===== config.mk =====
export PLATFORM = sky130hd
export DESIGN_NAME = encoder_rpm_meter
export DESIGN_NICKNAME = d
export VERILOG_FILES = /design/src/rtl/encoder_rpm_meter.sv
export SDC_FILE = /design/constraint.sdc
export NUM_CORES = 1
export LEC_CHECK = 0
export ABC_CLOCK_PERIOD_IN_PS = 5810
export CAP_MARGIN = 20
export CORE_MARGIN = 10
export CORE_UTILIZATION = 40
export CTS_CLUSTER_DIAMETER = 40
export DETAILED_ROUTE_END_ITERATION = 8
export SLEW_MARGIN = 20
export SYNTH_ARGS = -nofsm -noshare
export SYNTH_HDL_FRONTEND = slang
export SYNTH_SLANG_ARGS = --single-unit

===== constraint.sdc =====
create_clock -name clk -period 5.81 [get_ports clk]
set_input_delay 1.743 -clock clk [delete_from_list [all_inputs] [get_ports clk]]
set_output_delay 1.743 -clock clk [all_outputs]
set_load 0.01 [all_outputs]

===== src/rtl/encoder_rpm_meter.sv =====
// Encoder speed meter: times tick-to-tick periods and divides 60*f/ticks_per_rev by them.
// Optional macro RPM_FILTER_EN adds a 4-measurement moving average on the output.
module encoder_rpm_meter #(
   parameter int unsigned CLK_FREQ_HZ    = 25_000_000,
   parameter int unsigned TICKS_PER_REV  = 1,
   parameter int unsigned TIMEOUT_CYCLES = 50_000_000
) (
   input  logic        clk,
   input  logic        rst,
   input  logic        ticks,
   output logic [14:0] rpm
);

   localparam longint unsigned NUM_WIDE =
      (64'(60) * 64'(CLK_FREQ_HZ)) / 64'(TICKS_PER_REV);
   localparam logic [31:0] NUM     = NUM_WIDE[31:0];
   localparam logic [31:0] TIMEOUT = 32'(TIMEOUT_CYCLES);
   localparam logic [31:0] Q_MAX   = 32'd32767;

   typedef enum logic [1:0] {
      S_IDLE,
      S_DIV,
      S_DONE
   } state_t;

   logic        sync1_reg;
   logic        sync2_reg;
   logic        hist_reg;
   logic [31:0] cnt_reg;
   logic        armed_reg;
   state_t      state_reg;
   logic [4:0]  bit_cnt_reg;
   logic [31:0] rem_reg;
   logic [31:0] quo_reg;
   logic [31:0] divisor_reg;
   logic [14:0] rpm_reg;

   logic        edge_pulse;
   logic        timeout;
   logic [32:0] shifted;
   logic        sub_ok;
   logic [31:0] rem_next;
   logic [14:0] sat_q;
   logic [14:0] result;

   assign edge_pulse = sync2_reg & ~hist_reg;
   // An edge on the saturation cycle wins so that it can re-arm the meter.
   assign timeout    = (cnt_reg == TIMEOUT) && !edge_pulse;

   // One restoring-division step: shift in the next dividend bit and try to subtract.
   always_comb begin
      shifted  = {rem_reg, quo_reg[31]};
      sub_ok   = (shifted >= {1'b0, divisor_reg});
      rem_next = sub_ok ? 32'(shifted - {1'b0, divisor_reg}) : shifted[31:0];
      sat_q    = (quo_reg > Q_MAX) ? 15'h7FFF : quo_reg[14:0];
   end

`ifdef RPM_FILTER_EN
   logic [14:0] avg_hist_reg [3];
   logic [16:0] avg_sum;

   always_comb begin
      avg_sum = 17'(sat_q) + 17'(avg_hist_reg[0]) + 17'(avg_hist_reg[1])
              + 17'(avg_hist_reg[2]);
      result  = avg_sum[16:2];
   end

   always_ff @(posedge clk) begin
      if (rst || timeout) begin
         for (int i = 0; i < 3; i++) avg_hist_reg[i] <= '0;
      end else if (state_reg == S_DONE) begin
         avg_hist_reg[0] <= sat_q;
         avg_hist_reg[1] <= avg_hist_reg[0];
         avg_hist_reg[2] <= avg_hist_reg[1];
      end
   end
`else
   assign result = sat_q;
`endif

   always_ff @(posedge clk) begin
      if (rst) begin
         sync1_reg   <= 1'b0;
         sync2_reg   <= 1'b0;
         hist_reg    <= 1'b0;
         cnt_reg     <= '0;
         armed_reg   <= 1'b0;
         state_reg   <= S_IDLE;
         bit_cnt_reg <= '0;
         rem_reg     <= '0;
         quo_reg     <= '0;
         divisor_reg <= '0;
         rpm_reg     <= '0;
      end else begin
         sync1_reg <= ticks;
         sync2_reg <= sync1_reg;
         hist_reg  <= sync2_reg;

         if (edge_pulse)
            cnt_reg <= '0;
         else if (cnt_reg != TIMEOUT)
            cnt_reg <= cnt_reg + 32'd1;

         if (timeout) begin
            armed_reg <= 1'b0;
            state_reg <= S_IDLE;
            rpm_reg   <= '0;
         end else begin
            if (edge_pulse && !armed_reg)
               armed_reg <= 1'b1;

            case (state_reg)
               S_IDLE: begin
                  if (edge_pulse && armed_reg) begin
                     divisor_reg <= cnt_reg + 32'd1;
                     rem_reg     <= '0;
                     quo_reg     <= NUM;
                     bit_cnt_reg <= '0;
                     state_reg   <= S_DIV;
                  end
               end
               S_DIV: begin
                  rem_reg     <= rem_next;
                  quo_reg     <= {quo_reg[30:0], sub_ok};
                  bit_cnt_reg <= bit_cnt_reg + 5'd1;
                  if (bit_cnt_reg == 5'd31)
                     state_reg <= S_DONE;
               end
               S_DONE: begin
                  rpm_reg   <= result;
                  state_reg <= S_IDLE;
               end
               default: state_reg <= S_IDLE;
            endcase
         end
      end
   end

   assign rpm = rpm_reg;

endmodule


# [Word level (Yosys, flattened, before mapping)]
# Index checks and enable logic that the tools add are counted.
[word_totals] ff_bits=154 inputBits=3
[op_classes] add_sub_neg=3 magnitude_cmp=2 n_eq_ne=7 muxes=11 bitwise_logic=3 n_reduce_logical=12
[op_table] op="32-bit one-hot mux with 2 select lines" count=2
[op_table] op="32-bit 2-to-1 mux" count=3
[op_table] op="33-bit by 32-bit greater-or-equal comparator with 1-bit output" count=1
[op_table] op="32-bit by 1-bit adder with 32-bit output (second input constant)" count=1
[op_table] op="32-bit by 26-bit equality test with 1-bit output (second input constant)" count=1
[op_table] op="32-bit by 15-bit > comparator with 1-bit output (second input constant)" count=1
[op_table] op="32-bit by 26-bit != test with 1-bit output (second input constant)" count=1
[op_table] op="32-bit subtractor" count=1
[op_table] op="15-bit 2-to-1 mux" count=1
[op_table] op="5-bit one-hot mux with 2 select lines" count=1
[op_table] op="3-bit AND reduction" count=2
[op_table] op="5-bit by 1-bit adder with 5-bit output (second input constant)" count=1
[op_table] op="5-bit equality test (second input constant)" count=1
[op_table] op="5-bit 2-to-1 mux" count=1
[op_table] op="2-bit 2-to-1 mux" count=2
[op_table] op="2-bit != test (second input constant)" count=2
[op_table] op="2-bit one-hot mux with 2 select lines" count=1
[op_table] op="2-bit OR reduction" count=2
[op_table] op="1-bit logical AND" count=3
[op_table] op="2-bit by 1-bit equality test with 1-bit output (second input constant)" count=1
[op_table] op="2-bit equality test (second input constant)" count=1
[op_table] op="1-bit zero test" count=2
[op_table] op="2-bit zero test" count=1
[op_table] op="1-bit NOT" count=2
[op_table] op="3 further kinds" count=3

# [Depth between registers and ports, before layout]
[logic_depth] depth_word=6 mapped_depth=13 mapped_depth_nobuf=11

# [Worst setup path after synthesis]
# Ideal clock, no wire load.
[synth_timing] path_type="input port to flip-flop" startpoint="input rst" endpoint="register cnt_reg[10]" arrival_time_ns=2.731 slack_ns=3.014 stages=6 path_buffers=3 path_cell_list="or2_2 -> clkbuf_1 -> nand2b_1 -> buf_2 -> buf_1 -> nor2_1"
[synth_via] elab_chain_len=1
[synth_lines] item="from (decl)" line="9" text="input logic rst,"
[synth_lines] item="2-bit OR reduction (no line)"
[synth_lines] item="to (signal assigned)" line="102" text="cnt_reg <= cnt_reg + 32'd1;"
[synth_lines] item="to (decl)" line="29" text="logic [31:0] cnt_reg;"
# No other way between the ends.
# A chain may end at the register's enable or synchronous reset.

# [Worst setup path in the final report]
[layout_timing] startpoint="register cnt_reg[0]" endpoint="register rem_reg[0]"
[layout_via] elab_chain_len=4
[layout_lines] item="32-bit by 26-bit equality test with 1-bit output" line="48" text="assign timeout = (cnt_reg == TIMEOUT) && !edge_pulse;"
[layout_lines] item="1-bit logical AND" line="48"
[layout_lines] item="1-bit NOT (no line)"
[layout_lines] item="3-bit AND reduction (no line)"
[layout_lines] item="to (signal assigned)" line="123" text="rem_reg <= rem_next;"
[layout_lines] item="to (decl)" line="33" text="logic [31:0] rem_reg;"
# No other way between the ends.

==> impl_metrics.json <==
{
  "status": "finished, final reports clean",
  "synth-simple-area-share_pct": 22.2,
  "drc_errors": 0,
  "synth_top_cell_by_area": "dfxtp_1",
  "min_period_ns": 3.35,
  "cts_tree": "built",
  "tightest_slew_ns": 0.946,
  "synthAdderAreaFrac_pct": 5.98,
  "power_frac_clock_pct": 49.4,
  "setup_viol": 0,
  "synth_top_family_by_area": "simple AND/OR/NAND/NOR gates",
  "critPathCapture": "rem_reg[0]",
  "reg2reg_from": "cnt_reg[0]",
  "area_delta_synth_final_pct": 12.0,
  "crit_start": "cnt_reg[0]",
  "grt_pass1_vias": 5946,
  "irDropWorstVdd_mv": 0.191,
  "power.density_nw_per_um2": 288,
  "maxSlewViolCount": 0,
  "ys.flop_type": "dfxtp_1",
  "synth_seq_area_share_pct": 39.2,
  "final_cell_mix": "154 x dfxtp_1, 137 x nor2_1, 76 x nand2_1",
  "ys_top_cells_by_area": "dfxtp_1 39%, nor2_1 6.5%, ha_1 5.7%, nand2_1 3.6%, inv_1 3.4%",
  "p_sw_mw": 0.612,
  "setup_ws_ns": 2.46,
  "fin_tns_setup_ns": 0,
  "timing.critical_path.buf_inv": 1,
  "yosys.area_share.xor_xnor_pct": 6.12,
  "synth_top_area_share_pct": 39.2,
  "synth_nets": 984,
  "pwr-share-comb_pct": 8.3,
  "synth-async-reset-ratio_pct": 0,
  "routed_wl_um": 18300,
  "dr.first_iter.drc_count": 415,
  "r2r_end": "rem_reg[0]",
  "synth_area_per_cell_um2": 8.34,
  "finalNetCount": 978,
  "muxShareOfSynthArea_pct": 0.127,
  "cts_root_buf": "clkbuf_16",
  "antenna_found_initial": 0,
  "ys_ff_latch": 154,
  "cts_resized": 0,
  "swShare_pct": 24.1,
  "critPathCaptureType": "register",
  "vias_per_cell": 5.27,
  "io_buffers": 17,
  "cts_sinks": 154,
  "maxCapViolations": 0,
  "place.gp.congestion": 0.807,
  "grt_max_degree": 63,
  "clkLatencyLatePin_ns": 0.43,
  "cts_made_buffers": 17,
  "rrSetupSlack_ns": 2.46,
  "ff2ff_path_depth": 9,
  "finalPower_mw": 2.54,
  "dieWidth_um": 160,
  "p_int_mw": 1.92,
  "dieArea_um2": 25700,
  "clk_pin_slew_worst_paths_ns": 0.06,
  "yosys_warnings": 0,
  "finalCritPeriodShare_pct": 57.6,
  "core_um2": 19400,
  "required_ns": 6.07,
  "rows": 51,
  "crit_chain": "inv_1 -> ha_1 -> nor4bb_1 -> nand4_1 -> or3_1 -> o21ai_4 -> or2_2 -> a21o_1 -> o221ai_1",
  "hold_path_class": "reg2reg",
  "drt-wirelength-per-cell_um": 15.0,
  "cts_buffer_depth": 2,
  "ant_nets": 0,
  "synth-compound-area-share_pct": 19.7,
  "cp_top_family": "compound AO/OA/AOI/OAI gates",
  "grt_pass1_wl_um": 30500,
  "syn_inst": 944,
  "postCtsSetupRepairBufs": 0,
  "synth_enable_flop_cells": 0,
  "max_stage_delay_ns": 0.72,
  "die_y_um": 160,
  "track_usage_pct": 14.2,
  "finalHoldViolCount": 0,
  "hpwl_um": 12900,
  "start_kind": "register",
  "yosysUniqueCellTypes": 76,
  "place_ws_ns": 2.28,
  "power.leakage_nw": 3.21,
  "arrival_ns": 3.61,
  "drive_gt1_share_pct": 7.36,
  "p_seq_share_pct": 42.3,
  "final_common_cell": "dfxtp_1",
  "diodes": 0,
  "crit_type": "reg2reg",
  "rsz0062_at_grt": "false",
  "overflow": 0,
  "syn-cell-area_um2": 7870,
  "pin_count": 18,
  "relSlewSlack_pct": 37.0,
  "crit_cells": 9,
  "max_clock_freq_mhz": 299,
  "holdBufCountCts": 0,
  "finClkSkew_ns": 0.0118,
  "cts_max_level": 4,
  "worstPathMaxFanout": 22,
  "initial_core_util_pct": 40.6,
  "vias": 6414,
  "cp_slowest_cell": "a21o_1",
  "dr.pass1.iters": 5
}
## metrics by stage
stage,utilization [%],area [um2],std cells,hold slack (ns)
floorplan,-,7870,944,0.414
global placement,42.0,8150,1184,0.419
detailed placement,42.0,8150,1184,0.433
CTS,45.4,8810,1216,0.448
global route,45.4,8810,1216,0.470
finish,45.4,8810,1216,0.442
## cell type report
| cell class | instances | area (um2) |
|---|---|---|
| well taps | 265 | 332 |
| repair buffers | 23 | 210 |
| flip-flops and latches | 154 | 3080 |
| inverters | 71 | 267 |
| clock buffers | 18 | 429 |
| fillers | 1964 | 10600 |
| clock inverters | 14 | 231 |
| multi-input cells | 671 | 4260 |
## kinds of logic after synthesis
kind of cell,after synthesis
AND/OR/NAND/NOR,366
adder cells (fa/ha/maj),37
XOR/XNOR,55
buffers and inverters,119
AO/OA/AOI/OAI,212
flip-flops,154
multiplexers,1
## synthesized netlist by cell type, types with 3 or more instances
cell,instances
a211oi_1,32
a21o_1,10
a21o_2,3
a21oi_1,50
a21oi_2,3
a221o_1,10
a311oi_1,4
and2_1,6
and3_1,9
and4_1,4
buf_2,5
buf_4,6
buf_6,6
clkbuf_1,27
dfxtp_1,154
ha_1,36
inv_1,71
nand2_1,76
nand2b_1,5
nand3_1,41
nand4_1,15
nor2_1,137
nor2b_1,12
nor3_1,25
nor4_1,9
o211ai_1,6
o21a_1,9
o21ai_0,17
o21ai_2,4
o21bai_1,3
o221ai_1,20
o22ai_1,16
or2_2,4
or3_1,3
xnor2_1,26
xor2_1,29
## metal layers
layer	wire, um	track usage, %
met3	471	2.42
met5	0	0
met4	206	4.76
met1	9530	20.1
met2	8060	21.1
## worst min path at each step
stage	end	cells after the start	start	slack (ns)
6_report	sync2_reg	1	sync1_reg	0.44
5_1_grt	sync2_reg	1	sync1_reg	0.47
4_1_cts	sync2_reg	1	sync1_reg	0.45
3_5_place_dp	sync2_reg	1	sync1_reg	0.43
3_3_place_gp	sync2_reg	1	sync1_reg	0.42
2_1_floorplan	sync2_reg	1	sync1_reg	0.41
## power by group through the flow
stage,Clock (mW),Combinational (mW),Sequential [mW]
6_report,1.25,0.209,1.07
5_1_grt,1.32,0.230,1.07
4_1_cts,1.27,0.210,1.07
3_5_place_dp,0,0.209,1.10
3_3_place_gp,0,0.209,1.10
2_1_floorplan,0,0.170,1.09
(Power assumes the default switching activity.)
